===== src/rtl/biriscv_issue_fifo.sv =====
// Dual-slot in-order issue queue: up to two decoded instructions enter and up to
// two leave per cycle, with flush on pipeline redirect and no enqueue bypass.
module biriscv_issue_fifo #(
    parameter int DEPTH   = 4,
    parameter int DEPTH_W = 2
) (
    input  logic        clk_i,
    input  logic        rst_i,
    input  logic        flush_i,

    input  logic        in0_valid_i,
    input  logic [31:0] in0_instr_i,
    input  logic [31:0] in0_pc_i,
    input  logic [10:0] in0_flags_i,
    input  logic        in1_valid_i,
    input  logic [31:0] in1_instr_i,
    input  logic [31:0] in1_pc_i,
    input  logic [10:0] in1_flags_i,
    output logic        in0_accept_o,
    output logic        in1_accept_o,

    output logic        out0_valid_o,
    output logic [31:0] out0_instr_o,
    output logic [31:0] out0_pc_o,
    output logic [10:0] out0_flags_o,
    input  logic        out0_accept_i,
    output logic        out1_valid_o,
    output logic [31:0] out1_instr_o,
    output logic [31:0] out1_pc_o,
    output logic [10:0] out1_flags_o,
    input  logic        out1_accept_i,

    output logic [DEPTH_W:0] level_o
);

    localparam int ENTRY_W = 75;
    localparam int CNT_W   = DEPTH_W + 1;

    logic [ENTRY_W-1:0] r_mem [DEPTH];
    logic [DEPTH_W-1:0] r_rd_ptr;
    logic [DEPTH_W-1:0] r_wr_ptr;
    logic [CNT_W-1:0]   r_count;

    logic               w_enq0;
    logic               w_enq1;
    logic               w_deq0;
    logic               w_deq1;
    logic [CNT_W-1:0]   w_enq_n;
    logic [CNT_W-1:0]   w_deq_n;
    logic [DEPTH_W-1:0] w_rd_ptr1;
    logic [DEPTH_W-1:0] w_wr_ptr1;
    logic [ENTRY_W-1:0] w_out0;
    logic [ENTRY_W-1:0] w_out1;

    // Free space is judged on the registered count only, so a same-cycle pop never frees room.
    assign in0_accept_o = !flush_i && (r_count <= CNT_W'(DEPTH - 1));
    assign in1_accept_o = !flush_i && (r_count <= CNT_W'(DEPTH - 2));

    assign out0_valid_o = (r_count >= CNT_W'(1));
    assign out1_valid_o = (r_count >= CNT_W'(2));

    assign w_enq0 = in0_valid_i && in0_accept_o;
    assign w_enq1 = w_enq0 && in1_valid_i && in1_accept_o;
    assign w_deq0 = out0_valid_o && out0_accept_i;
    assign w_deq1 = w_deq0 && out1_valid_o && out1_accept_i;

    assign w_rd_ptr1 = r_rd_ptr + DEPTH_W'(1);
    assign w_wr_ptr1 = r_wr_ptr + DEPTH_W'(1);

    assign w_out0 = r_mem[r_rd_ptr];
    assign w_out1 = r_mem[w_rd_ptr1];

    assign {out0_instr_o, out0_pc_o, out0_flags_o} = w_out0;
    assign {out1_instr_o, out1_pc_o, out1_flags_o} = w_out1;

    assign level_o = r_count;

    // Translate the per-slot handshakes into entry counts for this cycle.
    always_comb begin
        w_enq_n = CNT_W'(0);
        w_deq_n = CNT_W'(0);
        if (w_enq1) begin
            w_enq_n = CNT_W'(2);
        end else if (w_enq0) begin
            w_enq_n = CNT_W'(1);
        end else begin
            w_enq_n = CNT_W'(0);
        end
        if (w_deq1) begin
            w_deq_n = CNT_W'(2);
        end else if (w_deq0) begin
            w_deq_n = CNT_W'(1);
        end else begin
            w_deq_n = CNT_W'(0);
        end
    end

    // Storage, pointers and occupancy; flush drops both enqueues and dequeues.
    always_ff @(posedge clk_i or negedge rst_i) begin
        if (!rst_i) begin
            for (int i = 0; i < DEPTH; i++) begin
                r_mem[i] <= '0;
            end
            r_rd_ptr <= '0;
            r_wr_ptr <= '0;
            r_count  <= '0;
        end else if (flush_i) begin
            r_rd_ptr <= '0;
            r_wr_ptr <= '0;
            r_count  <= '0;
        end else begin
            if (w_enq0) begin
                r_mem[r_wr_ptr] <= {in0_instr_i, in0_pc_i, in0_flags_i};
            end
            if (w_enq1) begin
                r_mem[w_wr_ptr1] <= {in1_instr_i, in1_pc_i, in1_flags_i};
            end
            r_wr_ptr <= r_wr_ptr + w_enq_n[DEPTH_W-1:0];
            r_rd_ptr <= r_rd_ptr + w_deq_n[DEPTH_W-1:0];
            r_count  <= r_count + w_enq_n - w_deq_n;
        end
    end

endmodule


===== config.mk =====
export PLATFORM = sky130hd
export DESIGN_NAME = biriscv_issue_fifo
export DESIGN_NICKNAME = d
export VERILOG_FILES = /design/src/rtl/biriscv_issue_fifo.sv
export SDC_FILE = /design/constraint.sdc
export NUM_CORES = 1
export LEC_CHECK = 0
export CORE_ASPECT_RATIO = 1.4
export CORE_MARGIN = 2
export CORE_UTILIZATION = 45
export DETAILED_ROUTE_END_ITERATION = 6
export GPL_ROUTABILITY_DRIVEN = 0
export PLACE_DENSITY_LB_ADDON = 0.3
export SYNTH_ARGS = -nofsm -noshare
export SYNTH_HDL_FRONTEND = slang
export SYNTH_SLANG_ARGS = --single-unit

===== constraint.sdc =====
create_clock -name clk_i -period 4.2 [get_ports clk_i]
set_clock_uncertainty 0.2 [all_clocks]
set_input_delay 0.84 -clock clk_i [delete_from_list [all_inputs] [get_ports clk_i]]
set_output_delay 0.84 -clock clk_i [all_outputs]
set_load 0.03 [all_outputs]

Word level (Yosys, flattened, before mapping)
Cells that the tools add are included.

word-level totals
  bits of input ports = 157
  output and inout port bits = 157
  bits in registers = 307
  logic and storage cells = 60

operators by class
  reduce and logical (&&, ||, !) cells = 11
  bitwise logic cells = 4
  magnitude comparators = 10
  muxes and demuxes = 22
  add/sub/neg operators = 6

operator list
  kind                 count
  $mux 300             3
  $bwmux 300           2
  $mux 75              6
  $bmux 75 s2          2
  $demux 75 s2         2
  $ge 3x3->1 const B   4
  $not 2->3            4
  $logic_and 1x1->1    10
  $le 3x2->1 const B   2
  $lt 3x1->1 const B   2
  $mux 2               3
  $mux 3               2
  $add 2x1->2 const B  2
  $add 2x2->2          2
  $add 3x3->3          1
  $ge 3x1->1 const B   1
  $ge 3x2->1 const B   1
  $sub 3x3->3          1
  $mux 1               2
  $logic_not 1->1      1

Logic depth before layout (Yosys ltp)
Gate-level depths: netlist of the first run.

  depth in word-level cells = 10
  mapped depth = 15
  mapped depth without buffers = 11

Least setup slack after synthesis of the first run
OpenSTA, ideal clock, no wires.

  kind = input to register
  start = input flush_i
  end = register r_count[2], in the netlist level_o[2]
  path slack = 571 ps
  arrival time = 3343 ps
  required time = 3914 ps
  library setup time = 86 ps
  cell stages on the path = 15
  path through = buf_2 -> or3b_1 -> buf_2 -> clkbuf_1 -> clkbuf_1 -> nor2_1 -> inv_1 -> ha_1 -> inv_1 -> ha_1 -> inv_1 -> fa_1 -> xor2_1 -> and2_1 -> nor3_1

between the ends
  longest elaborated chain between the ends = 9
  elaborated cells on any way between the ends = 11

ends and longest elaborated chain
  item                            line    source
  from (decl)                     9       input logic flush_i,
  $logic_not 1->1                 56, 57
  $logic_and 1x1->1               56      assign in0_accept_o = !flush_i && (r_count <= CNT_W'(DEPTH - 1));
  $logic_and 1x1->1               62      assign w_enq0 = in0_valid_i && in0_accept_o;
  $logic_and 1x1->1 (2 in a row)  63      assign w_enq1 = w_enq0 && in1_valid_i && in1_accept_o;
  $mux 3                          82      if (w_enq1) begin
  $add 3x3->3                     120     r_count <= r_count + w_enq_n - w_deq_n;
  $sub 3x3->3                     120
  $mux 3 (*)                      107     end else if (flush_i) begin
  to (signal assigned)            120
  to (decl)                       42      logic [CNT_W-1:0] r_count;

Every way passes the cells marked *; elsewhere a longest branch is shown, timed or not.
A chain may end at the register's enable or synchronous reset.

Worst setup path after layout of the first run
  start = register r_rd_ptr[0]
  end = output out0_flags_o[10]

between the ends
  longest elaborated chain between the ends = 4

ends and longest elaborated chain
  item                                        line  source
  from (decl)                                 40    logic [DEPTH_W-1:0] r_rd_ptr;
  from (signal assigned)                      119   r_rd_ptr <= r_rd_ptr + w_deq_n[DEPTH_W-1:0];
  $not 2->3 (implied by the code)             70    assign w_out0 = r_mem[r_rd_ptr];
  $bmux 75 s2                                 70
  $mux 75 (implied by the code) (2 in a row)  70
  to (decl)                                   25    output logic [10:0] out0_flags_o,

Every way passes these cells. The select of a mux whose other input is x is not followed.

==> results.yml, run 1 <==
clock_network:
  cts_max_level: 1
  clk_pin_slew_ps: 60
  postCtsSetupRepairBufs: 0
  clockBufferDepth: 3
  cts_hold_buf: 0
  clockRootBuffer: "clkbuf_16"
  clock_latency_ps: 580
  cts_sinks: 307
  cts_tree: "done"
  postCtsResizedCells: 0
  cts-buffers-inserted: 31
global_routing:
  track_usage_pct: 29.8
  grt_max_degree: 169
  antenna_found_initial: 3
  grt_pass1_vias: 18700
  grt_pass1_wl_mm: 107
  overflow: 0
logic_synthesis:
  yosys_warnings: 0
  yosysTopAreaCellShare_pct: 39.6
  synth.distinct_cells: 32
  yosys-top-cells-area: "dfrtp_1 (40%), mux4_2 (17%), nor3_1 (7.8%)"
  synth_fp_nets: 2109
  synth_area_um2: 19400
  netlist_instances: 1946
  synth_top_area_cell: "dfrtp_1"
  synth.avg_cell_area_um2: 9.98
  ys_seq_elements: 307
  yosysSeqAreaShare_pct: 39.6
timing:
  setup_viol: 0
  tns_ps: 0
  post-route-period-util_pct: 94.2
  finalCriticalPeriod_ps: 3960
  hold_violations: 0
  slew_headroom_pct: 23.9
  clock.fmax_mhz: 253
  rsz0062_at_grt: "no"
  report.final.slew_viol_count: 0
  tightest_slew_ps: 1140
power_and_ir_drop:
  power_uw: 18200
  p_leak_uw: 0.00936
  pwr_density_cell_nw_per_um2: 763
  peakVddDrop_uv: 540
floorplanning:
  fp.dieArea_um2: 44800
  io_pins: 314
  start_util_pct: 45.4
  die_w_um: 180
  fp.coreArea_um2: 42800
  chipHeight_um: 250
  fp-row-count: 90
finish:
  final_common_cell: "clkdlybuf4s50_1"
  syn_to_final_growth_pct: 22.7
  final_cell_mix: "clkdlybuf4s50_1 (311), inv_1 (305), dfrtp_1 (305)"
  fillers: 3683
  regArea_um2: 7690
  drive_above_1_share_pct: 15.9
  fin_cells: 2679
  final_nets: 2263
  multi_input_comb_area_um2: 9620
  fin_area_um2: 23800
route:
  drt_iter0_markers: 1965
  antenna_left: 0
  drc: 0
  viasPerCell: 6.88
  wl_per_cell_um: 25.5
  wl_mm: 68.3
  firstDrtPassIters: 5
  vias: 18400
placement:
  post-dp-hpwl_mm: 38.9
  io_buffer_count: 313
  dp.cells: 2619
  placed_area_um2: 22800
worst_setup_path:
  cp-end-kind: "primary output"
  crit_type: "reg2out"
  r2r_setup_slack_ps: 1320
  start_kind: "flop"
  cp.required_ps: 3160
  worstPathMaxFanout: 56
  worst-endpoint-arrival_ps: 2920
min_path:
  hold_path.class: "in2async"
run:
  cap_viol_max_count: 0
outcome:
  status: "finished, final reports clean"
==> state kept, by name, indices dropped and copies added (netlist names) <==
name and flops:
r_rd_ptr 2, r_wr_ptr 2, level_o 3, r_mem 300
==> cells by family (layout without fill, tap and decap cells) <==
kind of cell | after synthesis | in the layout | synth area share (%)
AOI/OAI and AO/OA | 305 | 305 | 13.7
xor gates and xnor gates | 4 | 4 | 0.181
adders and majority gates | 6 | 6 | 0.464
buffers and inverters | 541 | 719 | 11.2
DFF | 307 | 307 | 39.6
muxes | 150 | 150 | 17.4
other | 0 | 3 | 0
and+or+nand+nor | 633 | 633 | 17.4
==> layout make-up <==
cell class	instances	area share, %
clock inverters	16	0.678
well taps	552	2.90
multi-input cells	1098	40.4
diodes	3	0.0315
flip-flops and latches	307	32.3
repair buffers	357	15.3
clock buffers	41	3.58
inverters	305	4.81
==> per-stage QoR <==
stage | utilization [%] | setup slack, ps | hold slack [ps]
2_1_floorplan | - | 571 | 320
3_3_place_gp | 53.3 | 465 | 331
3_5_place_dp | 53.3 | 438 | 343
4_1_cts | 55.6 | 200 | 161
5_1_grt | 55.7 | 135 | 193
6_report | 55.7 | 244 | 89.3
==> where the power goes <==
| group | internal, uW | switching [uW] | total (uW) |
|---|---|---|---|
| logic | 4610 | 5280 | 9890 |
| registers | 4270 | 1160 | 5420 |
| clock network | 1610 | 1250 | 2860 |
==> routing by layer <==
layer | up-vias | part of all wire, % | global-route usage, %
met3 | 213 | 9.3 | 4.68
met5 | - | 0 | 0
met4 | 0 | 4.9 | 15.5
met2 | 1253 | 48 | 46.8
li1 | 7726 | - | -
met1 | 9240 | 38 | 40.1
==> critical path, cell delays in order, from the launching register on <==
cell and delay, ps:
dfrtp_4 640, buf_12 410, mux4_2 620, clkdlybuf4s50_1 620
==> Yosys cell counts, drive strengths merged <==
library cell and n:
a21boi 1, a21oi 1, a221oi 150, a311oi 150, and2 2, and3 1
buf 75, clkbuf 161, dfrtp 307, fa 2, ha 4, inv 305
mux4 150, nand2 2, nand2b 3, nand3 1, nand4bb 1, nor2 81
nor2b 3, nor3 304, nor3b 2, nor4 150, o211ai 3, or2 79
or3 3, or3b 1, xnor2 2, xor2 2
==> worst paths after layout <==
| check | from | endpoint | cells past startpoint |
|---|---|---|---|
| worst max-delay path | r_rd_ptr[0] | out0_flags_o[10] | 3 |
| worst min-delay path | rst_i | r_mem[67] | 1 |
| worst max register to register | level_o[2] | level_o[2] | 11 |
| worst min register to register | r_mem[21] | r_mem[21] | 2 |
| max in group asynchronous | rst_i | r_mem[42] | 2 |
| min in group clk_i | r_mem[21] | r_mem[21] | 2 |
Power figures use the tool's default switching activity.
==> inputs of run 2 (changes only) <==
- CORE_UTILIZATION: 45 -> 50
==> run 2 against run 1 <==
  * Register-to-register slack got worse by 160 ps
  * Critical path type unchanged
  * Die area shrank 9.8%
  * Critical path depth stayed put
  * Final cell count down 1.3%
  * Hold slack gained 46 ps
  * Core utilization increased by 6.3 points
  * First-iteration DRC count is 15% higher
  * Largest cell class unchanged
  * Maximum frequency fell by 1.0%
  * The run now ends with design-rule violations left
  * Combinational power fell by 0.7%
  * Sequential share of layout area hardly changed
  * Clock power fell by 6%
==> results.yml, run 2 (same netlist as run 1, synthesis figures left out) <==
worst_setup_path:
  worst-endpoint-arrival_ps: 2960
  crit_type: "reg2out"
  cp-end-kind: "primary output"
  reg2reg_from: "level_o[2]"
  start_kind: "flop"
  reg2reg_depth: 5
  r2r_setup_slack_ps: 1160
  reg2reg_to: "r_mem[165]"
  cp.required_ps: 3160
  crit_end: "out0_instr_o[20]"
  cp-startpoint: "r_rd_ptr[0]"
  worstPathMaxFanout: 32
finish:
  regMostFlops: "r_mem"
  fin_area_um2: 23800
  final_nets: 2263
  fin_cells: 2645
  final_cell_mix: "clkdlybuf4s50_1 (311), inv_1 (305), dfrtp_1 (305)"
  final_common_cell: "clkdlybuf4s50_1"
  largest_reg_flops: 300
  drive_above_1_share_pct: 15.7
  syn_to_final_growth_pct: 22.5
power_and_ir_drop:
  peakVddDrop_uv: 530
  pwr_density_cell_nw_per_um2: 756
  p_leak_uw: 0.00935
floorplanning:
  fp.coreArea_um2: 38400
  die_w_um: 171
  chipHeight_um: 237
  io_pins: 314
  fp.dieArea_um2: 40400
  fp-row-count: 85
  start_util_pct: 50.6
global_routing:
  grt_pass1_wl_mm: 106
  track_usage_pct: 33.2
  antenna_found_initial: 5
  grt_pass1_vias: 18900
  overflow: 0
  grt_max_degree: 237
timing:
  slew_headroom_pct: 26.4
  tightest_slew_ps: 1100
  setup_viol: 0
  clock.fmax_mhz: 250
  hold_violations: 0
  report.final.slew_viol_count: 0
  finalCriticalPeriod_ps: 4000
  tns_ps: 0
  rsz0062_at_grt: "no"
  post-route-period-util_pct: 95.2
clock_network:
  cts-buffers-inserted: 31
  clockBufferDepth: 3
  cts_tree: "done"
  cts_sinks: 307
  clockRootBuffer: "clkbuf_16"
  clk_pin_slew_ps: 70
  clock_latency_ps: 570
  cts_max_level: 1
  postCtsResizedCells: 0
  cts_hold_buf: 0
  postCtsSetupRepairBufs: 0
outcome:
  status: "complete, but fails checks"
  violations: "design-rule violations"
route:
  drt_iter0_markers: 2251
  wl_per_cell_um: 25.3
  drc: 1
  vias: 18300
  wl_mm: 66.9
  antenna_left: 0
  viasPerCell: 6.93
  firstDrtPassIters: 7
placement:
  placed_area_um2: 22800
  post-dp-hpwl_mm: 39.0
  io_buffer_count: 313
  dp.cells: 2589
run:
  cap_viol_max_count: 0
min_path:
  hold_path.class: "in2async"
==> run 2: final cells by class <==
cell class | instances | area, um^2
fillers | 3050 | 14600
multi-input cells | 1098 | 9620
flip-flops and latches | 307 | 7690
repair buffers | 357 | 3720
inverters | 305 | 1140
clock buffers | 48 | 930
well taps | 522 | 653
clock inverters | 5 | 27.5
diodes | 3 | 7.51
==> run 2: power by group <==
group	total (uW)	switching [uW]	internal, uW
registers	5470	1200	4270
logic	9820	5200	4630
clock network	2690	1190	1500
==> run 2: worst min-delay path by stage <==
stage / start / endpoint / slack (ps) / cells past startpoint
2_1_floorplan: r_mem[0] / r_mem[0] / 320 / 2
3_3_place_gp: r_mem[65] / r_mem[65] / 330 / 2
3_5_place_dp: r_mem[53] / r_mem[53] / 340 / 2
4_1_cts: rst_i / r_mem[217] / 170 / 1
5_1_grt: rst_i / r_mem[68] / 190 / 1
6_report: rst_i / r_mem[217] / 130 / 1
==> run 2: worst max-delay path, cell delays in order (launching register included) <==
cell,delay (ps)
dfrtp_4,790
buf_12,340
mux4_2,600
clkdlybuf4s50_1,620
==> run 2: stage by stage <==
stage / power [uW] / util, % / hold slack, ps / setup slack [ps]
floorplan: 11600 / - / 320 / 571
global placement: 15000 / 59.4 / 332 / 489
detailed placement: 15200 / 59.4 / 343 / 389
CTS: 18000 / 61.9 / 170 / 176
global route: 18800 / 62.0 / 195 / 93.5
finish: 18000 / 62.0 / 135 / 202
==> run 2: layer usage <==
metal | share of wire, % | GRT usage (%) | routed length [um] | up-vias
met2 | 48 | 52.3 | 32100 | 1272
met5 | 0.028 | 0 | 19 | -
li1 | - | - | - | 7702
met1 | 36 | 42.8 | 24100 | 9074
met3 | 10 | 6.44 | 6860 | 274
met4 | 5.8 | 19.2 | 3870 | 4
